[src/rtl/alu_issue_m1.sv]
// Issue stage for the 16-bit execute ALU: in-order op queue, register-file
// operand read, RAW scoreboard with writeback forwarding, registered ALU request.
module alu_issue_m1 #(
    parameter int unsigned DEPTH = 4
) (
    input  logic        clk,
    input  logic        rst,
    input  logic        flush,

    input  logic        in_valid,
    output logic        in_ready,
    input  logic [3:0]  in_operation,
    input  logic        in_type_select,
    input  logic [3:0]  in_dest,
    input  logic [3:0]  in_src1,
    input  logic [3:0]  in_src2,
    input  logic        in_imm_en,
    input  logic [15:0] in_imm,

    output logic [3:0]  rf_raddr1,
    output logic [3:0]  rf_raddr2,
    input  logic [15:0] rf_rdata1,
    input  logic [15:0] rf_rdata2,

    input  logic        wb_valid,
    input  logic [3:0]  wb_addr,
    input  logic [15:0] wb_data,

    output logic        alu_call,
    output logic [3:0]  alu_dest_addr,
    output logic [3:0]  alu_operation,
    output logic        alu_type_select,
    output logic [15:0] alu_data_in1,
    output logic [15:0] alu_data_in2
);

    localparam int unsigned DATA_W = 16;
    localparam int unsigned REG_W  = 4;
    localparam int unsigned OP_W   = 4;
    localparam int unsigned NREG   = 16;
    localparam int unsigned PTR_W  = $clog2(DEPTH);
    localparam int unsigned CNT_W  = PTR_W + 1;

    // One decoded op as held in the queue
    typedef struct packed {
        logic [OP_W-1:0]   operation;
        logic              type_select;
        logic [REG_W-1:0]  dest;
        logic [REG_W-1:0]  src1;
        logic [REG_W-1:0]  src2;
        logic              imm_en;
        logic [DATA_W-1:0] imm;
    } entry_t;

    entry_t            mem [DEPTH];
    logic [PTR_W-1:0]  wr_ptr;
    logic [PTR_W-1:0]  rd_ptr;
    logic [CNT_W-1:0]  count;
    logic [NREG-1:0]   pending;

    entry_t            head_c;
    entry_t            in_entry_c;
    logic              empty_c;
    logic              src1_fwd_c;
    logic              src2_fwd_c;
    logic              src1_ok_c;
    logic              src2_ok_c;
    logic              issue_c;
    logic              enq_c;
    logic [CNT_W-1:0]  count_next_c;
    logic [NREG-1:0]   pending_next_c;
    logic [DATA_W-1:0] op1_c;
    logic [DATA_W-1:0] op2_c;

    // Queue status; full blocks enqueue regardless of a same-cycle dequeue
    always_comb begin
        in_ready = (count != CNT_W'(DEPTH));
        empty_c  = (count == '0);
    end

    // Pack the offered op into a queue entry
    always_comb begin
        in_entry_c             = '0;
        in_entry_c.operation   = in_operation;
        in_entry_c.type_select = in_type_select;
        in_entry_c.dest        = in_dest;
        in_entry_c.src1        = in_src1;
        in_entry_c.src2        = in_src2;
        in_entry_c.imm_en      = in_imm_en;
        in_entry_c.imm         = in_imm;
    end

    // Head entry drives the register-file read ports directly
    always_comb begin
        head_c    = mem[rd_ptr];
        rf_raddr1 = head_c.src1;
        rf_raddr2 = head_c.src2;
    end

    // Hazard check and operand selection for the head entry
    always_comb begin
        src1_fwd_c = wb_valid && (wb_addr == head_c.src1);
        src2_fwd_c = wb_valid && (wb_addr == head_c.src2);
        src1_ok_c  = !pending[head_c.src1] || src1_fwd_c;
        src2_ok_c  = head_c.imm_en || !pending[head_c.src2] || src2_fwd_c;
        issue_c    = !empty_c && src1_ok_c && src2_ok_c && !flush;
        enq_c      = in_valid && in_ready && !flush;

        op1_c = src1_fwd_c ? wb_data : rf_rdata1;
        if (head_c.imm_en) begin
            op2_c = head_c.imm;
        end else if (src2_fwd_c) begin
            op2_c = wb_data;
        end else begin
            op2_c = rf_rdata2;
        end
    end

    // Occupancy update
    always_comb begin
        count_next_c = count;
        if (enq_c && !issue_c) begin
            count_next_c = count + CNT_W'(1);
        end else if (!enq_c && issue_c) begin
            count_next_c = count - CNT_W'(1);
        end
    end

    // Scoreboard update: writeback clears first so a same-register issue set wins
    always_comb begin
        pending_next_c = pending;
        if (wb_valid) begin
            pending_next_c[wb_addr] = 1'b0;
        end
        if (issue_c) begin
            pending_next_c[head_c.dest] = 1'b1;
        end
    end

    // Queue storage; contents need no reset since count qualifies them
    always_ff @(posedge clk) begin
        if (enq_c) begin
            mem[wr_ptr] <= in_entry_c;
        end
    end

    // Queue pointers and occupancy; flush empties the queue
    always_ff @(posedge clk) begin
        if (rst || flush) begin
            wr_ptr <= '0;
            rd_ptr <= '0;
            count  <= '0;
        end else begin
            if (enq_c) begin
                wr_ptr <= wr_ptr + PTR_W'(1);
            end
            if (issue_c) begin
                rd_ptr <= rd_ptr + PTR_W'(1);
            end
            count <= count_next_c;
        end
    end

    // Pending-destination scoreboard; survives flush so in-flight results retire
    always_ff @(posedge clk) begin
        if (rst) begin
            pending <= '0;
        end else begin
            pending <= pending_next_c;
        end
    end

    // Registered ALU request: one-cycle call pulse, payload held between issues
    always_ff @(posedge clk) begin
        if (rst) begin
            alu_call        <= 1'b0;
            alu_dest_addr   <= '0;
            alu_operation   <= '0;
            alu_type_select <= 1'b0;
            alu_data_in1    <= '0;
            alu_data_in2    <= '0;
        end else begin
            alu_call <= issue_c;
            if (issue_c) begin
                alu_dest_addr   <= head_c.dest;
                alu_operation   <= head_c.operation;
                alu_type_select <= head_c.type_select;
                alu_data_in1    <= op1_c;
                alu_data_in2    <= op2_c;
            end
        end
    end

endmodule

[config.mk]
export PLATFORM = sky130hd
export DESIGN_NAME = alu_issue_m1
export DESIGN_NICKNAME = d
export VERILOG_FILES = /design/src/rtl/alu_issue_m1.sv
export SDC_FILE = /design/constraint.sdc
export NUM_CORES = 1
export LEC_CHECK = 0
export ABC_AREA = 1
export CAP_MARGIN = 10
export CORE_MARGIN = 3
export CORE_UTILIZATION = 57
export CTS_BUF_LIST = sky130_fd_sc_hd__clkbuf_2
export DETAILED_ROUTE_END_ITERATION = 8
export DONT_BUFFER_PORTS = 1
export GPL_TIMING_DRIVEN = 1
export PLACE_DENSITY = 0.72
export SLEW_MARGIN = 40
export SYNTH_ARGS = -nofsm -noshare
export SYNTH_HDL_FRONTEND = slang
export SYNTH_SLANG_ARGS = --single-unit
[constraint.sdc]
create_clock -name clk -period 5.42 [get_ports clk]
set_input_delay 1.355 -clock clk [delete_from_list [all_inputs] [get_ports clk]]
set_output_delay 1.355 -clock clk [all_outputs]
set_load 0.05 [all_outputs]
==> results of run 1 <==
## worst reg2reg max path: cells and delay by family (launching register included)
kind,cells,cell delay [ns]
compound gates,5,0.98
fa+ha+maj,2,0.52
buf+inv,6,1.45
flops,1,0.31
simple gates,4,0.49
## layer usage
layer  wire (um)  up-vias  track usage
li1            -     3569            -
met1        9660     3321        0.338
met3        2510       26       0.0926
met2       10200      324        0.368
met5           0        -            0
met4         447        0       0.0820
## power by group
part | leakage (nW) | switching [mW] | total [mW] | internal (mW)
registers | 1.78 | 0.107 | 1.80 | 1.70
clock network | 0.393 | 0.598 | 1.07 | 0.473
logic | 2.10 | 0.240 | 0.337 | 0.0973
## cell type report
| cell class | instances | area share |
|---|---|---|
| clock buffer | 89 | 0.0439 |
| sequential | 203 | 0.534 |
| multi-input combinational | 671 | 0.317 |
| timing repair buffer | 20 | 0.0269 |
| antenna | 1 | 0.000246 |
| tap | 216 | 0.0266 |
| clock inverter | 6 | 0.00567 |
| inverter | 123 | 0.0457 |
## logic make-up after synthesis
family	Yosys count
buffers and inverters	185
adder cells (fa/ha/maj)	6
AND/OR/NAND/NOR	550
XOR/XNOR	2
AO/OA/AOI/OAI	113
flip-flops	203
## sequential cells by signal, summed over array words and instances, names as in the netlist, named ones only
name	count
alu_data_in1	16
alu_operation	4
mem	136
wr_ptr	2
rd_ptr	2
alu_dest_addr	4
pending	16
alu_call	1
count	3
alu_type_select	1
alu_data_in2	16
## final timing paths
path,start,to,cells after the start
hold / removal,pending[13],pending[13],2
setup reg to reg,flop,count[2],17
setup / recovery,flop,rf_raddr2[3],6
hold reg to reg,pending[13],pending[13],2
## synthesized netlist by cell type, types with 14 or more instances
library cell,instances
dfxtp_1,67
nand4_1,37
o221ai_1,16
nand2_1,269
buf_2,14
nand3_1,82
edfxtp_1,136
o21ai_0,61
inv_1,118
nor2_1,139
a21oi_1,14
clkbuf_1,31
==> summary.md, run 1 <==
| Metric | Value |
|---|---|
| Outcome | complete, no violations |
| Worst-skew pair later-pin latency | roughly 0.85 ns |
| # fillers | 1401 |
| TNS Setup | 0 ns |
| Final nets | ~1200 |
| Setup ws final | 1.38 ns |
| Die Span Y | 134 um |
| CTS Root Cell | clkbuf_2 |
| FF+latch area | roughly 5400 sq um |
| Fraction of layout cells with a size suffix above 1 | 0.124 |
| Seq cells post-synth | just over 200 |
| Final Hold Viols | 0 |
| GP Congestion | ~0.92 |
| Clk sinks | slightly above 200 |
| Final setup violation count | 0 |
| Post-synth EDFFs | about 140 |
| Library cells used by synthesis | 36 |
| Post-DP HPWL | 15.5 mm |
| Synth Area in Simple Gates | 0.252 |
| I/O pins | around 140 |
| Core ar. | ~16000 sq um |
| Worst Setup End Kind | output port |
| Avg Inst Size Synth | just under 9 sq um |
| Commonest non-fill, non-tap cells in the layout | nand2_1, edfxtp_1, nor2_1 |
| Gr ovfl total | 0 |
| Worst Skew | ~0.11 ns |
| PortBufs | 0 |
| Hold Buf Count CTS | 0 |
| Placed insts | 1233 |
| WL per Instance | roughly 17 um |
| Compound-cell area share of the yosys netlist | 0.0752 |
| CP delay by family, top | buffers and inverters |
| Worst R2R Setup Slack | around 1.5 ns |
| Warnings, synthesis | 0 |
| Routed Antenna Nets | 0 |
| RSZ-0062 raised after global routing | false |
| Die area | about 18000 sq um |
| Peak VDD IR | ~0.18 mV |
| Total track usage | 0.247 |
| Row count | 46 |
| Kind of critical path | flop to output port |
| Cells after Synth | between 1000 and 1500 |
| Adder-cell area share of the yosys netlist | 0.00880 |
| First-pass GRT wire length | roughly 35 mm |
| Period utilisation layout | 0.745 |
| Post_cts resized | 0 |
| Slowest cell on crit path | inv_1 |
| Max-slew violations | 0 |
| Routed WL | between 20 and 25 mm |
| Startpoint Class | flop |
| Arrival @ worst endpoint | between 2 and 3 ns |
| Slew headroom | 0.478 |
| Ranking of synthesized cells by area | edfxtp_1, dfxtp_1, nand2_1 |
| Combinational family with the most area after synthesis | simple AND/OR/NAND/NOR gates |
| Leakage | around 4.3 nW |
| Num CTS Buffers | 51 |
| Crit path buffers/inverters | 4 |
| WHS | 0.497 ns |
| Max Cap Violations | 0 |
| Post-Syn Nets | ~1200 |
| Min Tclk post-route | just over 4 ns |
| Sequential fraction of the synthesis area | 0.578 |
| Ys flop type | edfxtp_1 |
| DIE WIDTH | 134 um |
| Design area | slightly above 10000 sq um |
| Non-filler instance count after layout | approximately 1300 |
| Max FO, Critical Path | 28 |
| Design Power | 3.21 mW |
| Post-synth top area share | 0.435 |
| Area Overhead vs Synth | 8.27% |
| CP Cell Sequence | buf_4 -> inv_1 -> buf_4 -> nand3_1 -> nand2_1 -> inv_1 |
| Reg clk slew, reported paths | about 0.11 ns |
| Netlist Area Pre-Place | about 9400 sq um |
| Min-Delay Path Class | flop to flop |
| Largest net degree at the start of global routing | around 70 |
| CTS tree | built |
| Pwr Density | around 320 nW/um^2 |
| Largest area contributor in the netlist | edfxtp_1 |
| Multi-input logic area | roughly 3200 sq um |
| H-tree depth | 2 |
| Drt drc | 0 |
| Post-synthesis mux area share | 0 |
| Worst Path Required | 4.07 ns |
| Finished Core Util | 0.635 |
| Ys async rst share | 0 |
| Via count | roughly 7200 |
| Initial DRT Pass Iterations | 5 |
| Post-CTS setup buffers | 0 |
| Iter 0 DRT Violations | a little over 700 |
| CP max stage delay | approximately 0.4 ns |
| Fmax | about 250 MHz |
| Vias in the first global route | between 6000 and 7000 |
| Worst slew pin tran | ~0.8 ns |
| Pre-CTS setup slack | roughly 1.6 ns |
| Initial antenna violation count | 1 |
| Commonest non-fill, non-tap cell in the layout | nand2_1 |
| Initial Util | 0.586 |
| Vias per cell | between 5 and 6 |
| Area post-placement | 9650 sq um |
| XOR/XNOR share of the synthesized area | 0.00187 |
| Clock Tree Buf Depth | 3 |
Power figures use the tool's default switching activity.
==> run 2, diff against run 1 <==
- clock period: 5.42 -> 4 ns (I/O delays scaled with it)
==> run 2 against run 1 <==
Compared with the run above:
- hold slack worse by 0.21 ns
- sequential share of layout area is 0.84 points higher
- clock power is 22% higher
- critical path depth is 2 lower
- core utilization is 0.98 points lower
- non-clock buffer count is 3 higher
- power is 31% higher
- global-route usage is 0.22 points lower
- largest power group unchanged
- sequential cell count stayed put
- wire length is 0.69% lower
==> summary.md, run 2 (synthesized netlist as in run 1, its figures left out) <==
| Metric | Value |
|---|---|
| Outcome | complete, no violations |
| Routed WL | 22.7 mm |
| Pre-CTS setup slack | between 0.6 and 0.7 ns |
| Period utilisation layout | 0.894 |
| Drt drc | 0 |
| Non-filler instance count after layout | around 1300 |
| DIE WIDTH | between 100 and 150 um |
| Max Used Layer | met4 |
| CTS tree | built |
| Max FFs per register | approximately 140 |
| Max-slew violations | 0 |
| WL per Instance | 17.0 um |
| Commonest non-fill, non-tap cell in the layout | nand2_1 |
| Iter 0 DRT Violations | around 460 |
| WHS | 0.286 ns |
| H-tree depth | 2 |
| Total track usage | 0.245 |
| Routed metal-1 wirelength | 9.73 mm |
| Setup ws final | about 0.42 ns |
| Leakage | approximately 4.2 nW |
| Peak VDD IR | between 0.2 and 0.3 mV |
| Met2 wire length | between 10 and 15 mm |
| Min Tclk post-route | 3.58 ns |
| Num CTS Buffers | 50 |
| Core ar. | 16000 sq um |
| Design Power | 4.20 mW |
| Hold Path End | mem[0][3] |
| Slew headroom | 0.488 |
| Final Hold Viols | 0 |
| PortBufs | 0 |
| # fillers | ~1400 |
| Worst hold start | in_imm[3] |
| Commonest non-fill, non-tap cells in the layout | nand2_1, edfxtp_1, nor2_1 |
| TNS Setup | 0 ns |
| Largest net degree at the start of global routing | 69 |
| Max FO, Critical Path | 20 |
| Pwr Density | between 400 and 500 nW/um^2 |
| Gr ovfl total | 0 |
| Initial Util | 0.586 |
| Initial antenna violation count | 1 |
| Worst R2R End | count[2] |
| Fmax | between 200 and 300 MHz |
| Clock Tree Buf Depth | 3 |
| Vias in the first global route | ~6500 |
| Kind of critical path | flop to output port |
| Routed Antenna Nets | 0 |
| Worst Path Required | around 3 ns |
| Worst-skew pair later-pin latency | about 0.80 ns |
| Startpoint Class | flop |
| Row count | 46 |
| Vias per cell | 5.39 |
| Biggest register | mem |
| Initial DRT Pass Iterations | 5 |
| Worst Skew | ~0.04 ns |
| Design area | between 9000 and 10000 sq um |
| Final nets | about 1200 |
| Via count | between 7000 and 8000 |
| Area post-placement | roughly 9500 sq um |
| GP Congestion | 0.969 |
| Max Cap Violations | 0 |
| Placed insts | 1236 |
| Finished Core Util | 0.625 |
| Post-CTS setup buffers | 0 |
| Worst R2R Setup Slack | roughly 0.56 ns |
| RSZ-0062 raised after global routing | false |
| Post-DP HPWL | roughly 15 mm |
| Min-Delay Path Class | input port to flop |
| First-pass GRT wire length | ~35 mm |
| CTS Root Cell | clkbuf_2 |
| Reg clk slew, reported paths | 0.11 ns |
| Clk sinks | 203 |
| Fraction of layout cells with a size suffix above 1 | 0.113 |
| Worst Setup End Kind | output port |
| Reg2reg path depth | 17 |
| Met3 WL | roughly 2.2 mm |
| Die area | between 15000 and 20000 sq um |
| Hold Buf Count CTS | 0 |
| Worst slew pin tran | around 0.77 ns |
| Area Overhead vs Synth | 6.60% |
| Hold depth | 0 |
| I/O pins | 142 |
| Final setup violation count | 0 |
| Post_cts resized | 0 |
| Die Span Y | approximately 130 um |
| Arrival @ worst endpoint | roughly 2.6 ns |
-- run 2: cell types whose count changed in the layout (fill, tap and decap cells not counted), moves of 2 or more --
cell      change
buf_4        +11
inv_2         +2
buf_16        -5
buf_8         -3
diode_2       +3
clkbuf_2     -17
clkinv_2      +2
clkinv_1     +13
-- run 2: routing by layer --
layer | global-route usage | up-vias
li1 | - | 3584
met1 | 0.335 | 3242
met2 | 0.371 | 310
met3 | 0.0780 | 55
met4 | 0.0905 | 0
met5 | 0 | -
-- run 2: worst max-delay path, cell delays in order (launching register included) --
cell and delay [ns]:
dfxtp_1 0.32, inv_1 0.54, nand3_2 0.39, nand2_2 0.30, inv_1 0.26
-- run 2: final cells by class --
| cell class | instances | area, sq um | area share |
|---|---|---|---|
| Timing Repair Buffer | 23 | 173 | 0.0173 |
| Multi-Input combinational cell | 671 | 3210 | 0.321 |
| Clock inverter | 21 | 90.1 | 0.00901 |
| Sequential cell | 203 | 5430 | 0.543 |
| Inverter | 123 | 462 | 0.0462 |
| Antenna cell | 4 | 10.0 | 0.00100 |
| Clock buffer | 72 | 360 | 0.0360 |
| Tap cell | 216 | 270 | 0.0270 |
-- run 2: worst max-delay path by stage --
stage	start	to
finish	flop	rf_raddr1[0]
global route	flop	rf_raddr1[0]
CTS	flop	rf_raddr1[0]
detailed placement	flop	count[2]
global placement	flop	count[2]
floorplan	wb_addr[3]	count[2]
-- run 2: report_power, final --
group,switching [mW],leakage [nW],internal (mW),total (mW)
clock network,0.812,0.341,0.493,1.31
registers,0.143,1.78,2.30,2.44
logic,0.322,2.08,0.132,0.454
==> run 3, diff against run 2 <==
- SKIP_LAST_GASP: default -> 1
==> results of run 3 <==
Final layout, timing and power as in run 2 (identical DEF).
